===== config.mk =====
export PLATFORM = sky130hd
export DESIGN_NAME = enc64to6_seq
export DESIGN_NICKNAME = d
export VERILOG_FILES = /design/src/rtl/enc64to6_seq.sv
export SDC_FILE = /design/constraint.sdc
export NUM_CORES = 1
export LEC_CHECK = 0
export CORE_MARGIN = 1
export CORE_UTILIZATION = 55
export DETAILED_ROUTE_END_ITERATION = 8
export PLACE_DENSITY_LB_ADDON = 0.3
export SLEW_MARGIN = 5
export SYNTH_ARGS = -nofsm -noshare
export SYNTH_HDL_FRONTEND = slang
export SYNTH_SLANG_ARGS = --single-unit

===== constraint.sdc =====
create_clock -name clk -period 6.15 [get_ports clk]
set_input_delay 1.23 -clock clk [delete_from_list [all_inputs] [get_ports clk]]
set_output_delay 1.23 -clock clk [all_outputs]
set_load 0.05 [all_outputs]

===== src/rtl/enc64to6_seq.sv =====
// enc64to6_seq: serves each set bit of a loaded vector as a binary index.
// Define ENC_RR_EN for round-robin selection instead of lowest-index first.
module enc64to6_seq #(
   parameter int N = 64,
   parameter int W = 6
) (
   input  logic         clk,
   input  logic         rst_n,
   input  logic         flush,
   input  logic         load_valid,
   output logic         load_ready,
   input  logic [N-1:0] load_vec,
   output logic [W-1:0] idx,
   output logic         idx_valid,
   input  logic         idx_ready,
   output logic         busy,
   output logic [W:0]   pend_cnt
);

   typedef enum logic {
      IDLE  = 1'b0,
      SERVE = 1'b1
   } state_t;

   state_t       state, state_nx;
   logic [N-1:0] pend, pend_nx;
   logic [W-1:0] idx_nx;
   logic         vld_nx;
   logic [W:0]   cnt_nx;
   logic [N-1:0] pend_clr;
   logic [N-1:0] one_n;

`ifdef ENC_RR_EN
   logic [W-1:0] ptr, ptr_nx;
`endif

   function automatic logic [W-1:0] first_set(input logic [N-1:0] v);
      logic [W-1:0] k;
      k = '0;
      for (int i = N - 1; i >= 0; i--) begin
         if (v[i]) k = W'(i);
      end
      return k;
   endfunction

   function automatic logic [W:0] popcnt(input logic [N-1:0] v);
      logic [W:0] c;
      c = '0;
      for (int i = 0; i < N; i++) begin
         c = c + (W+1)'(v[i]);
      end
      return c;
   endfunction

`ifdef ENC_RR_EN
   // rotate so the start position lands on bit 0, then undo the rotation
   function automatic logic [W-1:0] pick(input logic [N-1:0] v,
                                         input logic [W-1:0] s);
      logic [N-1:0] r;
      r = (v >> s) | (v << (N - int'(s)));
      return W'(first_set(r) + s);
   endfunction
`endif

   assign one_n      = {{(N-1){1'b0}}, 1'b1};
   assign pend_clr   = pend & ~(one_n << idx);
   assign busy       = (state == SERVE);
   assign load_ready = (state == IDLE) & ~flush;

   // state and datapath registers
   always_ff @(posedge clk or negedge rst_n) begin
      if (!rst_n) begin
         state     <= IDLE;
         pend      <= '0;
         idx       <= '0;
         idx_valid <= 1'b0;
         pend_cnt  <= '0;
`ifdef ENC_RR_EN
         ptr       <= '0;
`endif
      end else begin
         state     <= state_nx;
         pend      <= pend_nx;
         idx       <= idx_nx;
         idx_valid <= vld_nx;
         pend_cnt  <= cnt_nx;
`ifdef ENC_RR_EN
         ptr       <= ptr_nx;
`endif
      end
   end

   // next state: load, serve one index per handshake, or flush
   always_comb begin
      state_nx = state;
      pend_nx  = pend;
      idx_nx   = idx;
      vld_nx   = idx_valid;
      cnt_nx   = pend_cnt;
`ifdef ENC_RR_EN
      ptr_nx   = ptr;
`endif
      if (flush) begin
         state_nx = IDLE;
         pend_nx  = '0;
         cnt_nx   = '0;
         vld_nx   = 1'b0;
      end else begin
         unique case (state)
            IDLE: begin
               if (load_valid && (load_vec != '0)) begin
                  state_nx = SERVE;
                  pend_nx  = load_vec;
                  cnt_nx   = popcnt(load_vec);
                  vld_nx   = 1'b1;
`ifdef ENC_RR_EN
                  idx_nx   = pick(load_vec, ptr);
`else
                  idx_nx   = first_set(load_vec);
`endif
               end
            end
            SERVE: begin
               if (idx_ready) begin
                  pend_nx = pend_clr;
                  cnt_nx  = pend_cnt - 1'b1;
`ifdef ENC_RR_EN
                  ptr_nx  = W'(idx + 1'b1);
`endif
                  if (pend_clr == '0) begin
                     state_nx = IDLE;
                     vld_nx   = 1'b0;
                  end else begin
`ifdef ENC_RR_EN
                     idx_nx = pick(pend_clr, W'(idx + 1'b1));
`else
                     idx_nx = first_set(pend_clr);
`endif
                  end
               end
            end
            default: begin
               state_nx = IDLE;
            end
         endcase
      end
   end

endmodule


==> results.yml <==
logic_synthesis:
  synth.avg_cell_area_um2: 7.82
  synthesis.area_um2: 8720
  netlist.top_cell.by_area: "sky130_fd_sc_hd__dfrtp_1"
  synth.top_cell.area_share_pct: 22.7
  post-synth-top-count-cell: "sky130_fd_sc_hd__o21ai_0"
  post_synth_num_cell_types: 73
  netlist_top_cells_area: "sky130_fd_sc_hd__dfrtp_1 23%, sky130_fd_sc_hd__fa_1 12%, sky130_fd_sc_hd__o21ai_0 7.9%"
  post_synth_inst_count: 1115
  synth_seq_area_share_pct: 22.7
  synthesis.nets: 1255
  post_synth_most_frequent_cells: "138 x sky130_fd_sc_hd__o21ai_0, 112 x sky130_fd_sc_hd__inv_1, 107 x sky130_fd_sc_hd__nor2_1, 79 x sky130_fd_sc_hd__dfrtp_1, 77 x sky130_fd_sc_hd__nand2_1"
  ys_seq_elements: 79
  yosysWarningCount: 0
  synth_edf_count: 0
  ys.flop_type: "sky130_fd_sc_hd__dfrtp_1"
  asyncSetResetFlopFracSynth_pct: 100
critical_path:
  path_common_cell: "sky130_fd_sc_hd__fa_2"
  reg2reg_to: "idx[1]"
  worst-setup-path-type: "in -> reg"
  timing.critical_path.cells: "clkdlybuf4s15_1, inv_2, fa_1, inv_2, fa_2, fa_2, inv_1, fa_2, fa_2, fa_1, fa_2, fa_1, inv_2, ha_4, fa_2, a21oi_2, nor2_1, nor2_2, buf_4, xor2_1, o21ai_1, a22o_1"
  critPathMaxStageDelay_ns: 0.56
  crit_path_max_fanout: 2
  endpoint: "pend_cnt[4]"
  r2r.worst_path.cells: 8
  worstSetupStartpoint: "load_vec[27]"
  cp_data_arrival_time_ns: 6.97
  worstPathRequired_ns: 6.40
  timing.rr.start: "idx[5]"
  critical-path-slowest-cell: "sky130_fd_sc_hd__fa_1"
  cp-end-kind: "flip-flop"
  r2r_slack_ns: 2.07
  startpoint_type: "input port"
timing:
  postLayoutSetupSlackWorst_ns: -0.570
  final_setup_violating_endpoints: 6
  worst_slew_pin_slew_ns: 1.15
  total_negative_slack_ns: -2.35
  hold_viol_final: 0
  final.setup_skew_ns: 0.0117
  rsz_0062_raised_after_global_routing: "yes"
  timing.slew.headroom_pct: 22.0
  max_freq_ghz: 0.149
  final_max_slew_viol_count: 0
  final_min_period_over_clock_period_pct: 109
  min_period_ns: 6.72
floorplanning:
  die_x_um: 128
  placeableCoreArea_um2: 15300
  floorplan.initialDensity_pct: 56.9
  die_area_um2: 16400
  dieHeight_um: 128
  rows: 45
  floorplan.io_pins: 85
run_status:
  status: "finished with violations"
  failed_checks: "negative setup slack"
route:
  antenna_violating_nets_post_route: 0
  drt_total_wl_mm: 31.1
  detail_route.drc_violations: 0
  drt_iter0_drc: 1311
  vias_per_cell: 6.68
  detail_route.first_pass.iterations: 5
  routed_wire_per_std_cell_um: 21.4
  routed-via-count: 9746
finish:
  layout-drive-gt1-share_pct: 16.9
  sequential_cell_area_um2: 1980
  post-route-util_pct: 69.2
  area_delta_synth_final_pct: 21.6
  final_net_count: 1381
  multi_input_area_um2: 6080
  fillerInstances: 1294
grt:
  gr-total-overflow: 0
  largest_net_degree_at_the_start_of_global_routing: 51
  grt_first_pass_wirelength_mm: 49.1
  grt.total_usage_pct: 39.4
  grt_pass1_vias: 9153
  initial_antenna_violation_count: 0
run:
  maxCapViolations: 0
placed_design:
  port_buffers: 84
  gp_congestion: 1.01
  post_place_worst_slack_ns: -1.37
  hpwl_mm: 23.2
clock_tree:
  cts_made_buffers: 9
  htree_num_levels: 3
  clock_tree_from_tritoncts: "yes"
  clk_transition_reported_paths_ns: 0.07
  numClockSinks: 79
  clk_latency_ns: 0.36
  cts.path.max_buffers: 2
  cts_root_buffer: "sky130_fd_sc_hd__clkbuf_16"
power:
  power_leakage_nw: 4.60
  vdd.ir_drop.worst_mv: 2.30
  power-per-cell-area_nw_per_um2: 633
worst_hold_path:
  min_path_type: "reg -> reg"
==> what timing repair did <==
item | 4_1_cts | 5_1_grt
hold endpoints to repair | 0 | 0
hold buffers | 0 | 0
pin swaps | 33 | 47
resized for setup | 70 | 65
setup endpoints to repair | 7 | 7
setup buffers | 3 | 3
==> cells by family after synthesis <==
kind of cell | after synthesis | share of synthesized area (%)
AOI/OAI and AO/OA | 386 | 28.3
xor gates and xnor gates | 4 | 0.402
adders and majority gates | 71 | 14.8
buffers and inverters | 184 | 8.35
DFF | 79 | 22.7
muxes | 39 | 4.68
and+or+nand+nor | 352 | 20.8
==> where the power goes <==
part           total, W  switching, W  internal (W)
clock network  0.000569      0.000250      0.000319
registers      0.000812      0.000193      0.000619
logic           0.00533       0.00277       0.00256
total           0.00671       0.00321       0.00350
==> state kept, by name, indices dropped and copies added, names as in the netlist <==
| register | flops |
|---|---|
| busy | 1 |
| idx | 6 |
| idx_valid | 1 |
| pend | 64 |
| pend_cnt | 7 |
==> layout make-up <==
class | count | area share (%)
multi-input combinational | 852 | 57.4
sequential | 79 | 18.7
timing repair buffer | 187 | 14.6
inverter | 112 | 3.99
tap | 211 | 2.49
clock buffer | 9 | 2.12
clock inverter | 7 | 0.755
antenna | 1 | 0.0236
==> worst max-delay path: cells and delay by family <==
kind | cells | cell delay (ns)
AO/OA/AOI/OAI | 3 | 0.43
XOR/XNOR | 1 | 0.14
adder cells (fa/ha/maj) | 10 | 4.47
buffers and inverters | 6 | 0.54
AND/OR/NAND/NOR | 2 | 0.17
==> layout by cell type, fill, tap and decap left out, types with 13 or more instances in the layout <==
master / count
sky130_fd_sc_hd__nand2b_1: 14
sky130_fd_sc_hd__inv_1: 91
sky130_fd_sc_hd__nor2_1: 106
sky130_fd_sc_hd__a31oi_1: 37
sky130_fd_sc_hd__nor4_1: 27
sky130_fd_sc_hd__nand3_1: 23
sky130_fd_sc_hd__nor2b_1: 13
sky130_fd_sc_hd__nor3_1: 21
sky130_fd_sc_hd__ha_1: 16
sky130_fd_sc_hd__dfrtp_1: 77
sky130_fd_sc_hd__mux2_2: 14
sky130_fd_sc_hd__nand2_1: 77
sky130_fd_sc_hd__buf_4: 104
sky130_fd_sc_hd__inv_2: 20
sky130_fd_sc_hd__o21ai_0: 135
sky130_fd_sc_hd__a22o_1: 17
sky130_fd_sc_hd__a21oi_1: 64
sky130_fd_sc_hd__clkdlybuf4s50_1: 50
sky130_fd_sc_hd__fa_1: 43
sky130_fd_sc_hd__mux2i_1: 25
==> per-stage QoR <==
stage | area, um^2 | hold slack [ns] | power, W | cells
4_1_cts | 10600 | 0.484 | 0.00642 | 1454
3_5_place_dp | 10300 | 0.469 | 0.00575 | 1435
6_report | 10600 | 0.480 | 0.00671 | 1458
3_3_place_gp | 10300 | 0.467 | 0.00559 | 1435
5_1_grt | 10600 | 0.522 | 0.00738 | 1457
2_1_floorplan | 8730 | 0.482 | 0.00423 | 1115
==> worst min path at each step <==
stage              start        end  slack (ns)  cells past startpoint
2_1_floorplan   pend[47]   pend[47]        0.48                      2
3_3_place_gp   idx_valid  idx_valid        0.47                      2
3_5_place_dp   idx_valid  idx_valid        0.47                      2
4_1_cts        idx_valid  idx_valid        0.48                      2
5_1_grt        idx_valid  idx_valid        0.52                      2
6_report       idx_valid  idx_valid        0.48                      2
==> metal layers <==
| layer | wire length, um | share of wire (%) | global-route usage, % |
|---|---|---|---|
| met1 | 12500 | 40 | 53.6 |
| met3 | 3640 | 12 | 8.26 |
| met5 | 0 | 0 | 0 |
| met2 | 13700 | 44 | 59.8 |
| met4 | 1300 | 4.2 | 19.0 |
No activity file was read; power rests on OpenSTA's default activity.
